<file path="src/rtl/call_switchboard_pkg.sv">
// rtl/call_switchboard_pkg.sv - call switchboard state encoding and shared constants
package call_pkg;

  typedef enum logic [1:0] {
    ST_IDLE    = 2'd0,
    ST_RINGING = 2'd1,
    ST_TALK    = 2'd2,
    ST_CLEANUP = 2'd3
  } call_state_t;

  // talk_cycles saturates here instead of wrapping, so billing never undercounts
  localparam logic [15:0] TALK_SAT = 16'hFFFF;

  // Width of a handset index; at least one bit even for a single handset
  function automatic int idw_of(input int n);
    return (n > 1) ? $clog2(n) : 1;
  endfunction

endpackage

</file>
<file path="src/rtl/call_switchboard_if.sv">
// rtl/call_switchboard_if.sv - handset-side and channel-side signals of the switchboard
interface call_switchboard_if import call_pkg::*; #(
  parameter int N = 4
);
  localparam int IDW = idw_of(N);

  logic [N-1:0]     req;
  logic [N*IDW-1:0] dial_id;
  logic [N-1:0]     answer;
  logic [N-1:0]     hangup;
  logic [N-1:0]     grant;
  logic [N-1:0]     ring;
  logic [N-1:0]     busy_tone;
  logic             start_call;
  logic             answer_call;
  logic             end_call;
  logic             call_active;
  logic [15:0]      talk_cycles;

  modport master (
    output req, dial_id, answer, hangup,
    input  grant, ring, busy_tone, start_call, answer_call, end_call,
    input  call_active, talk_cycles
  );

  modport slave (
    input  req, dial_id, answer, hangup,
    output grant, ring, busy_tone, start_call, answer_call, end_call,
    output call_active, talk_cycles
  );

endinterface

</file>
<file path="src/rtl/call_switchboard_rr_arbiter.sv">
// rtl/call_switchboard_rr_arbiter.sv - combinational round-robin picker for handset requests
module rr_arbiter import call_pkg::*; #(
  parameter int N   = 4,
  parameter int IDW = idw_of(N)
) (
  input  logic [N-1:0]   req,
  input  logic [IDW-1:0] ptr,
  output logic [N-1:0]   gnt,
  output logic [IDW-1:0] idx,
  output logic           valid
);

  logic [IDW-1:0] pos;

  // Scan the N positions following ptr in wrap-around order; the first requester wins
  always_comb begin
    gnt   = '0;
    idx   = '0;
    valid = 1'b0;
    pos   = '0;
    for (int k = 1; k <= N; k++) begin
      pos = IDW'((int'(ptr) + k) % N);
      if (!valid && req[pos]) begin
        valid    = 1'b1;
        idx      = pos;
        gnt[pos] = 1'b1;
      end
    end
  end

endmodule

</file>
<file path="src/rtl/call_switchboard.sv">
// rtl/call_switchboard.sv - shared-channel exchange controller; CALL_LIMIT_EN caps talk time at MAX_TALK
module call_switchboard import call_pkg::*; #(
  parameter int N_PHONES     = 4,
  parameter int RING_TIMEOUT = 10,
  parameter int MAX_TALK     = 200
) (
  input logic               clk,
  input logic               rst,
  call_switchboard_if.slave bus
);

  localparam int IDW = idw_of(N_PHONES);

  call_state_t          state_q, state_d;
  logic [IDW-1:0]       rr_ptr_q, rr_ptr_d;
  logic [IDW-1:0]       caller_q, caller_d;
  logic [IDW-1:0]       callee_q, callee_d;
  logic [15:0]          ring_cnt_q, ring_cnt_d;
  logic [15:0]          talk_q, talk_d;
  logic [N_PHONES-1:0]  grant_q, grant_d;
  logic [N_PHONES-1:0]  ring_q, ring_d;
  logic [N_PHONES-1:0]  busy_q, busy_d;
  logic                 start_q, start_d;
  logic                 answer_q, answer_d;
  logic                 end_q, end_d;
  logic                 active_q, active_d;

  logic [N_PHONES-1:0]  arb_gnt;
  logic [IDW-1:0]       arb_idx;
  logic                 arb_valid;
  logic [IDW-1:0]       dial_sel;
  logic                 callee_bad;
  logic [15:0]          talk_inc;
  logic                 limit_hit;

  rr_arbiter #(
    .N   (N_PHONES),
    .IDW (IDW)
  ) u_arb (
    .req   (bus.req),
    .ptr   (rr_ptr_q),
    .gnt   (arb_gnt),
    .idx   (arb_idx),
    .valid (arb_valid)
  );

  assign dial_sel   = bus.dial_id[int'(arb_idx)*IDW +: IDW];
  // A call cannot be placed to yourself, to a nonexistent handset, or to one that is off-hook
  assign callee_bad = (dial_sel == arb_idx) || (int'(dial_sel) >= N_PHONES) || bus.req[dial_sel];
  assign talk_inc   = (talk_q == TALK_SAT) ? talk_q : talk_q + 16'd1;

`ifdef CALL_LIMIT_EN
  assign limit_hit = (talk_inc == 16'(MAX_TALK));
`else
  logic unused_max_talk;
  assign unused_max_talk = ^16'(MAX_TALK);
  assign limit_hit       = 1'b0;
`endif

  // Next state and next value of every registered output; pulses default low
  always_comb begin
    state_d    = state_q;
    rr_ptr_d   = rr_ptr_q;
    caller_d   = caller_q;
    callee_d   = callee_q;
    ring_cnt_d = ring_cnt_q;
    talk_d     = talk_q;
    grant_d    = grant_q;
    ring_d     = ring_q;
    active_d   = active_q;
    busy_d     = '0;
    start_d    = 1'b0;
    answer_d   = 1'b0;
    end_d      = 1'b0;
    unique case (state_q)
      ST_IDLE: begin
        if (arb_valid) begin
          if (callee_bad) begin
            busy_d[arb_idx] = 1'b1;
            rr_ptr_d        = arb_idx;
          end else begin
            caller_d         = arb_idx;
            callee_d         = dial_sel;
            grant_d          = arb_gnt;
            ring_d           = '0;
            ring_d[dial_sel] = 1'b1;
            start_d          = 1'b1;
            ring_cnt_d       = '0;
            state_d          = ST_RINGING;
          end
        end
      end
      ST_RINGING: begin
        if (bus.hangup[caller_q] || ring_cnt_q == 16'(RING_TIMEOUT - 1)) begin
          end_d   = 1'b1;
          state_d = ST_CLEANUP;
        end else if (bus.answer[callee_q]) begin
          answer_d = 1'b1;
          ring_d   = '0;
          active_d = 1'b1;
          talk_d   = '0;
          state_d  = ST_TALK;
        end else begin
          ring_cnt_d = ring_cnt_q + 16'd1;
        end
      end
      ST_TALK: begin
        talk_d = talk_inc;
        if (bus.hangup[caller_q] || bus.hangup[callee_q] || limit_hit) begin
          end_d    = 1'b1;
          active_d = 1'b0;
          state_d  = ST_CLEANUP;
        end
      end
      ST_CLEANUP: begin
        grant_d  = '0;
        ring_d   = '0;
        rr_ptr_d = caller_q;
        state_d  = ST_IDLE;
      end
      default: state_d = ST_IDLE;
    endcase
  end

  // State and output registers; reset drops any call in progress without an end_call
  always_ff @(posedge clk or negedge rst) begin
    if (!rst) begin
      state_q    <= ST_IDLE;
      rr_ptr_q   <= IDW'(N_PHONES - 1);
      caller_q   <= '0;
      callee_q   <= '0;
      ring_cnt_q <= '0;
      talk_q     <= '0;
      grant_q    <= '0;
      ring_q     <= '0;
      busy_q     <= '0;
      start_q    <= 1'b0;
      answer_q   <= 1'b0;
      end_q      <= 1'b0;
      active_q   <= 1'b0;
    end else begin
      state_q    <= state_d;
      rr_ptr_q   <= rr_ptr_d;
      caller_q   <= caller_d;
      callee_q   <= callee_d;
      ring_cnt_q <= ring_cnt_d;
      talk_q     <= talk_d;
      grant_q    <= grant_d;
      ring_q     <= ring_d;
      busy_q     <= busy_d;
      start_q    <= start_d;
      answer_q   <= answer_d;
      end_q      <= end_d;
      active_q   <= active_d;
    end
  end

  assign bus.grant       = grant_q;
  assign bus.ring        = ring_q;
  assign bus.busy_tone   = busy_q;
  assign bus.start_call  = start_q;
  assign bus.answer_call = answer_q;
  assign bus.end_call    = end_q;
  assign bus.call_active = active_q;
  assign bus.talk_cycles = talk_q;

endmodule

</file>
<file path="src/flat_wrapper.sv">
// flat-port wrapper written by rule: the top's interface ports become plain ports
module call_switchboard_flat import call_pkg::*;
#(
  parameter int N_PHONES     = 4,
  parameter int RING_TIMEOUT = 10,
  parameter int MAX_TALK     = 200
)
  (clk, rst, bus_req, bus_dial_id, bus_answer, bus_hangup, bus_grant, bus_ring, bus_busy_tone, bus_start_call, bus_answer_call, bus_end_call, bus_call_active, bus_talk_cycles);
  call_switchboard_if #(.N((4))) bus_i ();
  input logic clk;
  input logic rst;
  input wire logic [$bits(bus_i.req)-1:0] bus_req;
  input wire logic [$bits(bus_i.dial_id)-1:0] bus_dial_id;
  input wire logic [$bits(bus_i.answer)-1:0] bus_answer;
  input wire logic [$bits(bus_i.hangup)-1:0] bus_hangup;
  output wire logic [$bits(bus_i.grant)-1:0] bus_grant;
  output wire logic [$bits(bus_i.ring)-1:0] bus_ring;
  output wire logic [$bits(bus_i.busy_tone)-1:0] bus_busy_tone;
  output wire logic [$bits(bus_i.start_call)-1:0] bus_start_call;
  output wire logic [$bits(bus_i.answer_call)-1:0] bus_answer_call;
  output wire logic [$bits(bus_i.end_call)-1:0] bus_end_call;
  output wire logic [$bits(bus_i.call_active)-1:0] bus_call_active;
  output wire logic [$bits(bus_i.talk_cycles)-1:0] bus_talk_cycles;
  assign bus_i.req = bus_req;
  assign bus_i.dial_id = bus_dial_id;
  assign bus_i.answer = bus_answer;
  assign bus_i.hangup = bus_hangup;
  assign bus_grant = bus_i.grant;
  assign bus_ring = bus_i.ring;
  assign bus_busy_tone = bus_i.busy_tone;
  assign bus_start_call = bus_i.start_call;
  assign bus_answer_call = bus_i.answer_call;
  assign bus_end_call = bus_i.end_call;
  assign bus_call_active = bus_i.call_active;
  assign bus_talk_cycles = bus_i.talk_cycles;
  call_switchboard #(.N_PHONES(N_PHONES), .RING_TIMEOUT(RING_TIMEOUT), .MAX_TALK(MAX_TALK)) u_core (.clk(clk), .rst(rst), .bus(bus_i));
endmodule
</file>
<file path="config.mk">
export PLATFORM = sky130hd
export DESIGN_NAME = call_switchboard_flat
export DESIGN_NICKNAME = d
export VERILOG_FILES = /design/src/rtl/call_switchboard_pkg.sv /design/src/rtl/call_switchboard_if.sv /design/src/rtl/call_switchboard_rr_arbiter.sv /design/src/rtl/call_switchboard.sv /design/src/flat_wrapper.sv
export SDC_FILE = /design/constraint.sdc
export NUM_CORES = 1
export LEC_CHECK = 0
export ABC_CLOCK_PERIOD_IN_PS = 7200
export CAP_MARGIN = 40
export CELL_PAD_IN_SITES_DETAIL_PLACEMENT = 0
export CELL_PAD_IN_SITES_GLOBAL_PLACEMENT = 1
export CORE_UTILIZATION = 46
export DETAILED_ROUTE_END_ITERATION = 12
export PLACE_DENSITY = 0.83
export SYNTH_ARGS = -nofsm -noshare
export SYNTH_HDL_FRONTEND = slang
export SYNTH_SLANG_ARGS = --single-unit
</file>
<file path="constraint.sdc">
create_clock -name clk -period 7.2 [get_ports clk]
set_input_delay 1.44 -clock clk [delete_from_list [all_inputs] [get_ports clk]]
set_output_delay 1.44 -clock clk [all_outputs]
set_load 0.05 [all_outputs]
</file>
* Yosys cells after proc, flatten, opt, wreduce, memory -nomap -nowiden
Cells that the tools add are included.
** Storage, ports and cells
- Register bits after elaboration :: 56
- Output and inout bits :: 32
** Operators by class
- Add/subtract/negate cells :: 6
- Magnitude comparators :: 14
- Equal/unequal tests :: 15
- Shifts and indexed selects :: 1
- Muxes and demuxes :: 82
- Bitwise operators :: 4
- Reductions and logical operators :: 28
** Operator list (number)
- $mux W16 :: 7
- $pmux W16 S2 :: 2
- $mux W4 :: 13
- $add A16 B1 Y16 const B :: 2
- $mux W1 :: 29
- $lt A2 B3 Y1 const B :: 8
- $mux W2 :: 11
- $bmux W1 S2 :: 8
- $eq A16 B16 Y1 const B :: 1
- $eq A16 B4 Y1 const B :: 1
- $demux W1 S2 :: 6
- $ge A2 B1 Y1 const B :: 6
- $or A4 B4 Y4 :: 3
- $pmux W4 S3 :: 1
- $reduce_and A4 Y1 :: 3
- $reduce_and A5 Y1 :: 2
- $logic_and A1 B1 Y1 :: 9
- $reduce_and A3 Y1 :: 3
- $ne A2 B1 Y1 const B :: 4
- $ne A2 B2 Y1 const B :: 4
- $pmux W2 S4 :: 1
- $pmux W4 S2 :: 1
- $shiftx A8 B4 Y2 :: 1
- $reduce_bool A2 Y1 :: 3
- 13 further kinds :: 21

* Logic depth before layout (Yosys ltp)
- Depth in word-level cells :: 21
- Mapped depth :: 16
- Mapped depth without buffers :: 11

* By module
Synthesis repeated with hierarchy kept, for this count alone.
** Second synthesis, totals
- Cells, all modules :: 417
- Area, all modules :: 3787.4 um2
** By module, submodules not included
- call_switchboard :: times used 1, cells each 331, area each 3158.0 um2, sequential area each 1403.8 um2
- rr_arbiter :: times used 1, cells each 86, area each 629.4 um2, sequential area each 0.0 um2

* Worst setup path before layout
No wires, ideal clock.
- Path kind :: input to register
- Start point :: input port bus_req[0]
- End point :: register u_core.ring_cnt_q[10]
- Data arrival time :: 4367 ps
- Path slack :: 2707 ps
- Stages :: 10
- Path buffers :: 2
- Path through :: buf_2 -> mux4_2 -> nor2b_4 -> a221o_4 -> a21oi_4 -> mux2i_1 -> a31oi_4 -> o41a_1 -> buf_4 -> a221o_1
** On the way
- Longest elaborated chain between the ends :: 18
** Ends and longest elaborated chain
- start, declared :: line flat_wrapper.sv:12 : input wire logic [$bits(bus_i.req)-1:0] bus_req;
- $bmux W1 S2 :: line call_switchboard_rr_arbiter.sv:23 : if (!valid && req[pos]) begin
- $mux W1 (not written as such) :: line call_switchboard_rr_arbiter.sv:23
- $mux W1 :: line call_switchboard_rr_arbiter.sv:23
- $logic_not A1 Y1 :: line call_switchboard_rr_arbiter.sv:23
- $logic_and A1 B1 Y1 :: line call_switchboard_rr_arbiter.sv:23
- $mux W1 :: line call_switchboard_rr_arbiter.sv:23
- $logic_not A1 Y1 :: line call_switchboard_rr_arbiter.sv:23
- $logic_and A1 B1 Y1 :: line call_switchboard_rr_arbiter.sv:23
- (+2 left out)
- $logic_and A1 B1 Y1 :: line call_switchboard_rr_arbiter.sv:23
- $mux W2 :: line call_switchboard_rr_arbiter.sv:23
- $shiftx A8 B4 Y2 :: line call_switchboard.sv:47 : assign dial_sel = bus.dial_id[int'(arb_idx)*IDW +: IDW];
- $bmux W1 S2 :: line call_switchboard.sv:49 : assign callee_bad = (dial_sel == arb_idx) || (int'(dial_sel) >= N_PHONES) || bus.req[dial_sel];
- $mux W1 (not written as such) :: line call_switchboard.sv:49
- $logic_or A1 B1 Y1 :: line call_switchboard.sv:49
- $ne A2 B2 Y1 (no source line)
- $reduce_and A5 Y1 (no source line) *
- end signal, assigned :: line call_switchboard.sv:146 : ring_cnt_q <= ring_cnt_d;
- end, declared :: line call_switchboard.sv:18 : logic [15:0] ring_cnt_q, ring_cnt_d;
Mark *: on every way between the ends. The rest lies on a longest branch, timed or not. The select of a mux whose other input is x is not followed.
A chain may end at the register's enable or synchronous reset.

* Worst setup path in the final report
- Start point :: input port bus_req[0]
- End point :: register u_core.callee_q[0]
** On the way
- Longest elaborated chain between the ends :: 18
** Ends and longest elaborated chain
- $bmux W1 S2 :: line call_switchboard_rr_arbiter.sv:23
- $mux W1 (not written as such) :: line call_switchboard_rr_arbiter.sv:23
- $mux W1 :: line call_switchboard_rr_arbiter.sv:23
- $logic_not A1 Y1 :: line call_switchboard_rr_arbiter.sv:23
- $logic_and A1 B1 Y1 :: line call_switchboard_rr_arbiter.sv:23
- $mux W1 :: line call_switchboard_rr_arbiter.sv:23
- $logic_not A1 Y1 :: line call_switchboard_rr_arbiter.sv:23
- $logic_and A1 B1 Y1 :: line call_switchboard_rr_arbiter.sv:23
- (+2 left out)
- $logic_and A1 B1 Y1 :: line call_switchboard_rr_arbiter.sv:23
- $mux W2 :: line call_switchboard_rr_arbiter.sv:23
- $shiftx A8 B4 Y2 :: line call_switchboard.sv:47
- $bmux W1 S2 :: line call_switchboard.sv:49
- $mux W1 (not written as such) :: line call_switchboard.sv:49
- $logic_or A1 B1 Y1 :: line call_switchboard.sv:49
- $not A1 Y1 (no source line)
- $reduce_and A3 Y1 (no source line)
- end signal, assigned :: line call_switchboard.sv:145 : callee_q <= callee_d;
- end, declared :: line call_switchboard.sv:17 : logic [IDW-1:0] callee_q, callee_d;
Several ways; a longest one is shown, not always the timed one. The select of a mux whose other input is x is not followed.

==> impl_metrics.ini <==
[logic_synthesis]
synth.avg_cell_area_um2 = 9.26
synth_top_area_share_pct = 34.5
post_synth_inst_count = 423
synth_compound_area_share_pct = 20.3
yosysSeqAreaShare_pct = 35.8
synth_area_leaders = sky130_fd_sc_hd__dfrtp_1, sky130_fd_sc_hd__ha_1, sky130_fd_sc_hd__mux2i_1, sky130_fd_sc_hd__mux4_2, sky130_fd_sc_hd__nand2_1
synth.lib_cells_used.distinct = 66
synth_top_cell_by_area = sky130_fd_sc_hd__dfrtp_1
ys_async_sr_fraction_pct = 100
edff_count_synth = 0
multiplexer_share_of_the_synthesized_area_pct = 9.94
synthAdderAreaFrac_pct = 5.11
main_combinational_cell_family_by_area_after_synthesis = simple AND/OR/NAND/NOR gates
synth_xor_xnor_area_share_pct = 3.13
synth_most_common_cell = sky130_fd_sc_hd__dfrtp_1
synth_flop_cell = sky130_fd_sc_hd__dfrtp_1
synth_simple_gate_area_share_pct = 21.0
postSynthNetCount = 461
synthesis.yosys.warnings = 0
netlist_top_cells_count = sky130_fd_sc_hd__dfrtp_1, sky130_fd_sc_hd__nand2_1, sky130_fd_sc_hd__nor2_1
flip_flop_and_latch_count_after_synthesis = 56
synth.cell_area_um2 = 3920

[timing]
min_period_ns = 5.48
count_of_endpoints_failing_hold_in_the_final_timing_report = 0
setup_viol_count_final = 0
post-route-period-util_pct = 76.1
setup_total_negative_slack_ns = 0
relSlewSlack_pct = 40.6
slew_viol_final = 0
worst_clock_skew_ns = 0.0146
timing.final.ws_setup_ns = 1.72
tightestPinTransition_ns = 0.890
fmax_ghz = 0.182
grt_setup_unrepaired = no

[global_routing]
grt_first_pass_wirelength_um = 15600
antenna_found_initial = 0
vias_in_the_first_global_route = 3214
grt_use_total_pct = 22.3
grt_start_max_net_pins = 57
gr-total-overflow = 0

[setup_path]
crit_arrival_ns = 5.69
critical_path.max_fanout = 14
worst_setup_path_startpoint = bus_req[0]
crit_path_end_kind = register
start_kind = input port
timing.critical_path.required_ns = 7.41
worstSetupPathType = in -> reg
r2r-start = u_core.rr_ptr_q[0]

[place]
gpl.final_weighted_congestion = 0.832
dp_hpwl_um = 6780
io_buffer_count = 53
dpl_worst_slack_ns = 1.40
number_of_placed_cells_counting_well_taps = 561
placement_stage_cell_area_um2 = 4490

[cells_and_area]
final-instance-count-excl-fill = 569
final_design_area_no_fill_um2 = 4580
syn2layout_area_growth_pct = 16.9
fillCellCount = 746
final_stage_net_count = 501
antenna-diode-count = 0
ratio_of_cells_with_drive_above_1_in_the_final_layout_pct = 9.05

[floorplanning]
effective_utilization_at_floorplan_pct = 47.7
die-area_um2 = 8890
coreArea_um2 = 8220
die-width_um = 94.3
boundaryPins = 54
row_count = 33
die_height_um = 94.3

[worst_hold_path]
hold_path_startpoint = u_core.ring_cnt_q[7]
min-delay-path-class = reg -> reg

[clock_network]
post_cts.repair.setup_buffers = 0
post_cts_hold_buffer_count = 0
cts-buffers-inserted = 5
cts_max_level = 2
maximum_clock_insertion_buffer_count = 2
clock_tree.root_cell = sky130_fd_sc_hd__clkbuf_8
clock_sinks = 56
cts_resized = 0
clock_insertion_delay_worst_skew_ns = 0.32
clkSlewWorstSetupHoldPaths_ns = 0.10
cts_tree = yes

[routing]
remaining_drc_errors = 0
drt_initial_violations = 164
detail-route-antenna-nets = 0
avgViaCountPerCell = 5.90
drt-wirelength-per-cell_um = 16.5
route.final.wire_length_um = 9400
via_count = 3355
drt_pass1_iterations = 4

[flow_run]
max_cap_violations = 0

[power_and_ir_drop]
total_leakage_power_nw = 1.93
ir_drop_uv = 369
powerDensity_nw_per_um2 = 439

[run_status]
outcome = completed
==> cell type report <==
class                           count  area, um2  share of cell area, %
Inverter                           20       75.1                   1.64
Timing Repair Buffer               57        552                   12.1
Tap cell                          105        131                   2.87
Clock inverter                      2       16.3                  0.355
Multi-Input combinational cell    323       2330                   50.8
Clock buffer                        6       72.6                   1.59
Sequential cell                    56       1400                   30.7
==> through the flow <==
| stage | util (%) | hold WS [ns] | power, mW |
|---|---|---|---|
| after global routing | 55.7 | 0.532 | 2.16 |
| after CTS | 55.7 | 0.515 | 2.02 |
| after detailed placement | 54.6 | 0.500 | 1.84 |
| after global placement | 54.5 | 0.487 | 1.81 |
| after floorplan | - | 0.463 | 1.54 |
| final | 55.7 | 0.519 | 2.01 |
==> worst max-delay path, stage by stage <==
cell and delay (ns):
sky130_fd_sc_hd__clkdlybuf4s50_1 0.57, sky130_fd_sc_hd__mux4_2 0.60, sky130_fd_sc_hd__a211oi_1 0.31, sky130_fd_sc_hd__o211ai_2 0.32, sky130_fd_sc_hd__mux2i_1 0.44, sky130_fd_sc_hd__mux2i_1 0.36, sky130_fd_sc_hd__a31oi_4 0.18, sky130_fd_sc_hd__nor4_4 0.80
sky130_fd_sc_hd__nand2_1 0.31, sky130_fd_sc_hd__mux2_2 0.36
==> where the power goes <==
part / switching (mW) / internal, mW
clock: 0.110 / 0.0696
sequential: 0.0883 / 0.394
combinational: 0.823 / 0.526
==> sequential cells by signal, summed over array words and instances, names as in the netlist, 2 cells and up <==
register / flops
u_core.caller_q: 2
u_core.bus.ring: 4
u_core.state_q: 2
u_core.rr_ptr_q: 2
u_core.ring_cnt_q: 16
u_core.bus.talk_cycles: 16
u_core.bus.grant: 4
u_core.callee_q: 2
u_core.bus.busy_tone: 4
==> kinds of logic (layout without fill, tap and decap cells) <==
kind of cell / Yosys count / count (layout)
flip-flops: 56 / 56
buffers and inverters: 44 / 85
XOR/XNOR: 14 / 14
AO/OA/AOI/OAI: 103 / 103
adder cells (fa/ha/maj): 16 / 16
AND/OR/NAND/NOR: 161 / 161
multiplexers: 29 / 29
==> layout by cell type (no fill, tap or decap), drive strengths merged, types with 3 or more instances in the layout <==
cell type / netlist / layout
nand4b: 3 / 3
nand4: 5 / 5
nor4: 4 / 4
o211ai: 4 / 4
nor3: 8 / 8
a221o: 5 / 5
a21o: 3 / 3
mux2: 6 / 6
nand3: 19 / 19
ha: 16 / 16
clkdlybuf4s50: 0 / 52
o31ai: 5 / 5
and3: 8 / 8
a22oi: 4 / 4
or3: 6 / 6
and2: 4 / 4
o21ai: 33 / 33
clkbuf: 14 / 6
a31oi: 4 / 4
or2: 5 / 5
a211oi: 5 / 5
xor2: 13 / 13
mux2i: 16 / 16
and4: 4 / 4
a21oi: 13 / 13
nor3b: 4 / 4
inv: 20 / 20
nor2: 40 / 40
buf: 10 / 5
a221oi: 5 / 5
nand2: 41 / 41
nor2b: 6 / 6
o311ai: 3 / 3
dfrtp: 54 / 54
mux4: 7 / 7
==> per-layer routing <==
metal	global-route usage [%]	wire length, um	vias to the layer above
li1	-	-	1625
met2	37.0	4730	66
met5	0	0	-
met3	3.40	274	9
met4	6.28	115	0
met1	30.0	4280	1655
==> final timing paths <==
| path | endpoint | slack [ns] | cells after the start |
|---|---|---|---|
| setup / recovery | u_core.callee_q[0] | 1.72 | 10 |
| setup reg to reg | u_core.callee_q[0] | 2.11 | 11 |
| hold / removal | u_core.ring_cnt_q[7] | 0.52 | 1 |
| hold reg to reg | u_core.ring_cnt_q[7] | 0.52 | 1 |
| min in group asynchronous | u_core.ring_cnt_q[6] | 1.23 | 2 |
| max in group asynchronous | u_core.bus.grant[3] | 5.44 | 2 |
(Power assumes the default switching activity.)
==> RTL change 1, RTL diff (same flow settings) <==
The option `CALL_LIMIT_EN` is turned on by a define.
--- a/src/rtl/call_switchboard.sv
+++ b/src/rtl/call_switchboard.sv
@@ -1,3 +1,5 @@
 // rtl/call_switchboard.sv - shared-channel exchange controller; CALL_LIMIT_EN caps talk time at MAX_TALK
+`define CALL_LIMIT_EN
+
 module call_switchboard import call_pkg::*; #(
   parameter int N_PHONES     = 4,
Check against the original RTL: same outputs for any inputs over 4 cycles, from zero or initial values and one cycle with rst low; that may be too few to reach the edited logic, so the function may still have changed.
==> RTL change 1 against the unedited design <==
Synthesized area increased by 5.0%. Power decreased by 2.6%. Register-to-register slack gained 0.37 ns. Sequential power grew 4.8%. Wire length is 13% higher. Sequential cell count unchanged. Setup slack gained 0.36 ns. The run now ends with design-rule violations left. Design area rose by 3.2%.
==> RTL change 1: results (changes against the unedited design) <==
<table>
<tr><th>Metric</th><th>Value</th></tr>
<tr><th colspan="2">Final layout</th></tr>
<tr><td>Filler cell count</td><td>830 (+11%)</td></tr>
<tr><td>Net count reported at finish</td><td>529 (+5.6%)</td></tr>
<tr><td>Inverter count of the layout excluding clock inverters</td><td>19 (-5.0%)</td></tr>
<tr><td>Clock Network Area Fraction</td><td>0.0196 (+0.000188)</td></tr>
<tr><td>Area Growth Syn to Fin</td><td>14.9%</td></tr>
<tr><td>Share of post-route cells with drive strength above 1</td><td>0.0793 (-0.0112)</td></tr>
<tr><th colspan="2">GRT</th></tr>
<tr><td>Met1 global-route usage</td><td>0.334 (+0.0346)</td></tr>
<tr><td>Global-route wire length before repair</td><td>17,200 um (+10%)</td></tr>
<tr><td>Fraction of met2 tracks used by global routing</td><td>0.376 (+0.00542)</td></tr>
<tr><th colspan="2">Route</th></tr>
<tr><td>Number of DRC violations after detailed routing</td><td>1 (+1)</td></tr>
<tr><td>Overall via count from detail_route</td><td>3,755 (+12%)</td></tr>
<tr><td>Detailed-route vias per instance</td><td>6.26 (+6.1%)</td></tr>
<tr><th colspan="2">Outcome</th></tr>
<tr><td>Outcome</td><td>finished with violations</td></tr>
<tr><td>Failing checks</td><td>design-rule violations</td></tr>
<tr><th colspan="2">Timing</th></tr>
<tr><td>Worst-Margin Slew</td><td>0.881 ns (-0.00967 ns)</td></tr>
<tr><td>Max Clock Skew</td><td>0.00988 ns (-0.00473 ns)</td></tr>
<tr><td>Final critical-path required period</td><td>5.12 ns (-0.363 ns)</td></tr>
<tr><th colspan="2">Hold path</th></tr>
<tr><td>Hold Path Origin</td><td>u_core.bus.grant[1]</td></tr>
<tr><th colspan="2">Placed design</th></tr>
<tr><td>Pre-CTS setup slack</td><td>1.81 ns (+0.410 ns)</td></tr>
<tr><td>Sum of net half-perimeters after detailed placement</td><td>7640 um (+13%)</td></tr>
<tr><td>Final weighted congestion in routability-driven placement</td><td>0.897 (+7.8%)</td></tr>
<tr><td>Placed instance count</td><td>592 (+5.5%)</td></tr>
<tr><th colspan="2">Pwr</th></tr>
<tr><td>Leakage power figure</td><td>1.95 nW (+1.3%)</td></tr>
<tr><th colspan="2">Setup path</th></tr>
<tr><td>WP data arrival</td><td>5.33 ns (-0.36 ns)</td></tr>
<tr><td>Worst setup path startpoint</td><td>bus_req[2]</td></tr>
</table>
RTL change 1: where the power goes:
| group | internal [W] | total [W] | switching, W | leakage (nW) |
|---|---|---|---|---|
| Combinational | 0.000464 | 0.00127 | 0.000805 | 1.17 |
| Clock | 0.0000693 | 0.000182 | 0.000113 | 0.0404 |
| Sequential | 0.000395 | 0.000505 | 0.000110 | 0.743 |
RTL change 1: worst max path at each step:
stage | cells past startpoint | end
final | 10 | u_core.ring_cnt_q[8]
after CTS | 10 | u_core.ring_cnt_q[8]
after floorplan | 11 | u_core.state_q[1]
after global placement | 10 | u_core.ring_cnt_q[8]
after detailed placement | 10 | u_core.ring_cnt_q[8]
after global routing | 10 | u_core.ring_cnt_q[8]
RTL change 1: kinds of logic after synthesis:
kind of cell | share of synthesized area
adders and majority gates | 0.0487
DFF | 0.341
AOI/OAI and AO/OA | 0.299
buffers and inverters | 0.0566
xor gates and xnor gates | 0.00426
muxes | 0.0603
and+or+nand+nor | 0.190
==> RTL change 2, RTL diff (same settings) <==
Made on the original files. Encoding of `call_state_t`: now one-hot (4 bits for 4 states).
--- a/src/rtl/call_switchboard_pkg.sv
+++ b/src/rtl/call_switchboard_pkg.sv
@@ -2,9 +2,9 @@
 package call_pkg;
 
-  typedef enum logic [1:0] {
-    ST_IDLE    = 2'd0,
-    ST_RINGING = 2'd1,
-    ST_TALK    = 2'd2,
-    ST_CLEANUP = 2'd3
+  typedef enum logic [3:0] {
+    ST_IDLE    = 4'b0001,
+    ST_RINGING = 4'b0010,
+    ST_TALK    = 4'b0100,
+    ST_CLEANUP = 4'b1000
   } call_state_t;
 
Behaviour: no difference found for any inputs over 4 cycles, from zero or initial values and one cycle with rst low; so few cycles prove little.
==> RTL change 2 against the unedited design <==
Wire length is 9.7% lower. First-iteration DRC count is 5.5% lower. Setup slack worse by 0.063 ns. Register-to-register slack worse by 0.45 ns. Sequential share of layout area is 2.8 points higher. Design area is 5.0% lower. Synthesized cell count is 9.7% lower. Critical path depth is 3 higher. Utilization is 3.3 points higher. Power is 5.6% higher. Final cell count is 6.0% lower. Synthesized area is 9.0% lower. Sequential cell count is 2 higher.
==> RTL change 2: results (changes against the unedited design) <==
<table>
<tr><th>Metric</th><th>Value</th></tr>
<tr><th colspan="2">Outcome</th></tr>
<tr><td>Outcome</td><td>finished, final reports clean</td></tr>
<tr><th colspan="2">Yosys</th></tr>
<tr><td>Sequential area share after synthesis</td><td>0.409 (+0.0500)</td></tr>
<tr><td>Mapped Nets</td><td>415 (-10%)</td></tr>
<tr><td>Leading cell types by total area after synthesis</td><td>dfrtp_1 39%, mux4_2 4.4%, nand2_1 4.2%, nor2_1 3.9%, ha_1 3.9%</td></tr>
<tr><td>Post-synthesis cell type count</td><td>62 (-6.1%)</td></tr>
<tr><td>Most numerous cell types in the synthesized netlist</td><td>55 x dfrtp_1, 40 x nand2_1, 37 x nor2_1</td></tr>
<tr><th colspan="2">Timing</th></tr>
<tr><td>Max Clock Skew</td><td>0.00785 ns (-0.00676 ns)</td></tr>
<tr><th colspan="2">Route</th></tr>
<tr><td>Detailed-route vias per instance</td><td>5.75 (-2.5%)</td></tr>
<tr><td>Number of violations reported at the end of detailed-routing iteration 0</td><td>155 (-5.5%)</td></tr>
<tr><td>Wire length reported by the detailed router</td><td>8490 um (-9.7%)</td></tr>
<tr><th colspan="2">Clock network</th></tr>
<tr><td>H-Tree Level Count</td><td>3 (+1)</td></tr>
<tr><td>Number of clock buffers inserted by TritonCTS</td><td>9 (+4)</td></tr>
<tr><td>Clock edge transition at the registers on the reported setup and hold paths</td><td>0.07 ns (-0.03 ns)</td></tr>
<tr><th colspan="2">Setup path</th></tr>
<tr><td>WP data arrival</td><td>5.72 ns (+0.03 ns)</td></tr>
<tr><td>Minimum setup slack among reg-to-reg paths</td><td>1.66 ns (-0.45 ns)</td></tr>
<tr><td>Worst Setup Path Type</td><td>reg -&gt; reg</td></tr>
<tr><td>Worst setup path startpoint</td><td>u_core.rr_ptr_q[0]</td></tr>
<tr><td>Critical register-to-register path endpoint</td><td>u_core.ring_cnt_q[7]</td></tr>
<tr><th colspan="2">Hold path</th></tr>
<tr><td>Hold Path Origin</td><td>u_core.bus.call_active</td></tr>
<tr><th colspan="2">Placed design</th></tr>
<tr><td>Final weighted congestion in routability-driven placement</td><td>0.933 (+12%)</td></tr>
<tr><td>Sum of net half-perimeters after detailed placement</td><td>6040 um (-11%)</td></tr>
<tr><th colspan="2">Final layout</th></tr>
<tr><td>Filler cell count</td><td>666 (-11%)</td></tr>
<tr><td>Share of post-route cells with drive strength above 1</td><td>0.0963 (+0.00581)</td></tr>
<tr><th colspan="2">GRT</th></tr>
<tr><td>Total GRT Usage</td><td>0.221 (-0.00230)</td></tr>
<tr><td>Via count of the first global-routing pass</td><td>2,893 (-10%)</td></tr>
<tr><td>Pin count of the biggest net entering global routing</td><td>59 (+3.5%)</td></tr>
<tr><th colspan="2">Pwr</th></tr>
<tr><td>Switching power</td><td>0.00101 W (-1.3%)</td></tr>
</table>
RTL change 2: logic make-up (layout without fill, tap and decap cells):
| kind of cell | Yosys count | after routing | synth area share |
|---|---|---|---|
| DFF | 58 | 58 | 0.409 |
| adders and majority gates | 11 | 11 | 0.0386 |
| AOI/OAI and AO/OA | 100 | 100 | 0.189 |
| buffers and inverters | 34 | 88 | 0.0464 |
| xor gates and xnor gates | 11 | 11 | 0.0270 |
| and+or+nand+nor | 146 | 146 | 0.201 |
| muxes | 22 | 22 | 0.0892 |
RTL change 2: layer usage:
| layer | track usage | part of all wire |
|---|---|---|
| met1 | 0.304 | 0.45 |
| met2 | 0.346 | 0.48 |
| met3 | 0.0440 | 0.050 |
| met4 | 0.0766 | 0.017 |
| met5 | 0 | 0 |
RTL change 2: worst min path at each step:
stage | cells past startpoint | end
6_report | 1 | u_core.bus.call_active
5_1_grt | 1 | u_core.ring_cnt_q[15]
4_1_cts | 1 | u_core.ring_cnt_q[15]
3_5_place_dp | 1 | u_core.ring_cnt_q[15]
3_3_place_gp | 1 | u_core.ring_cnt_q[15]
2_1_floorplan | 1 | u_core.ring_cnt_q[15]
RTL change 2: area by class of cell:
type / instances / area, um2 / share of cell area
Clock buffer: 11 / 141 / 0.0325
Clock inverter: 5 / 77.6 / 0.0178
Inverter: 16 / 60.1 / 0.0138
Multi-Input combinational cell: 290 / 1940 / 0.447
Sequential cell: 58 / 1460 / 0.335
Tap cell: 99 / 124 / 0.0285
Timing Repair Buffer: 56 / 548 / 0.126
RTL change 2: power by group through the flow:
stage          logic, W  registers [W]  clock network, W
6_report        0.00123       0.000562          0.000334
5_1_grt         0.00133       0.000579          0.000357
4_1_cts         0.00123       0.000560          0.000345
3_5_place_dp    0.00122       0.000566                 0
3_3_place_gp    0.00121       0.000565                 0
2_1_floorplan  0.000786       0.000728                 0
RTL change 2: worst max-delay path: stages, from the launching register on:
cell	delay, ns
dfstp_2	0.78
clkinv_1	0.45
ha_1	0.65
mux2i_1	0.30
mux2i_1	0.31
nor2_1	0.27
nor4b_1	0.52
or2_2	0.29
mux4_2	0.35
a211o_1	0.30
a21oi_2	0.14
buf_4	0.24
nand2b_1	0.57
a31oi_1	0.19
RTL change 2: metrics by stage:
step / hold WS, ns / util / cells / setup WS (ns)
floorplan: 0.451 / - / 382 / 2.63
global placement: 0.467 / 0.560 / 519 / 1.46
detailed placement: 0.474 / 0.560 / 519 / 1.39
CTS: 0.496 / 0.590 / 535 / 1.71
global route: 0.501 / 0.590 / 535 / 1.36
finish: 0.491 / 0.590 / 535 / 1.66
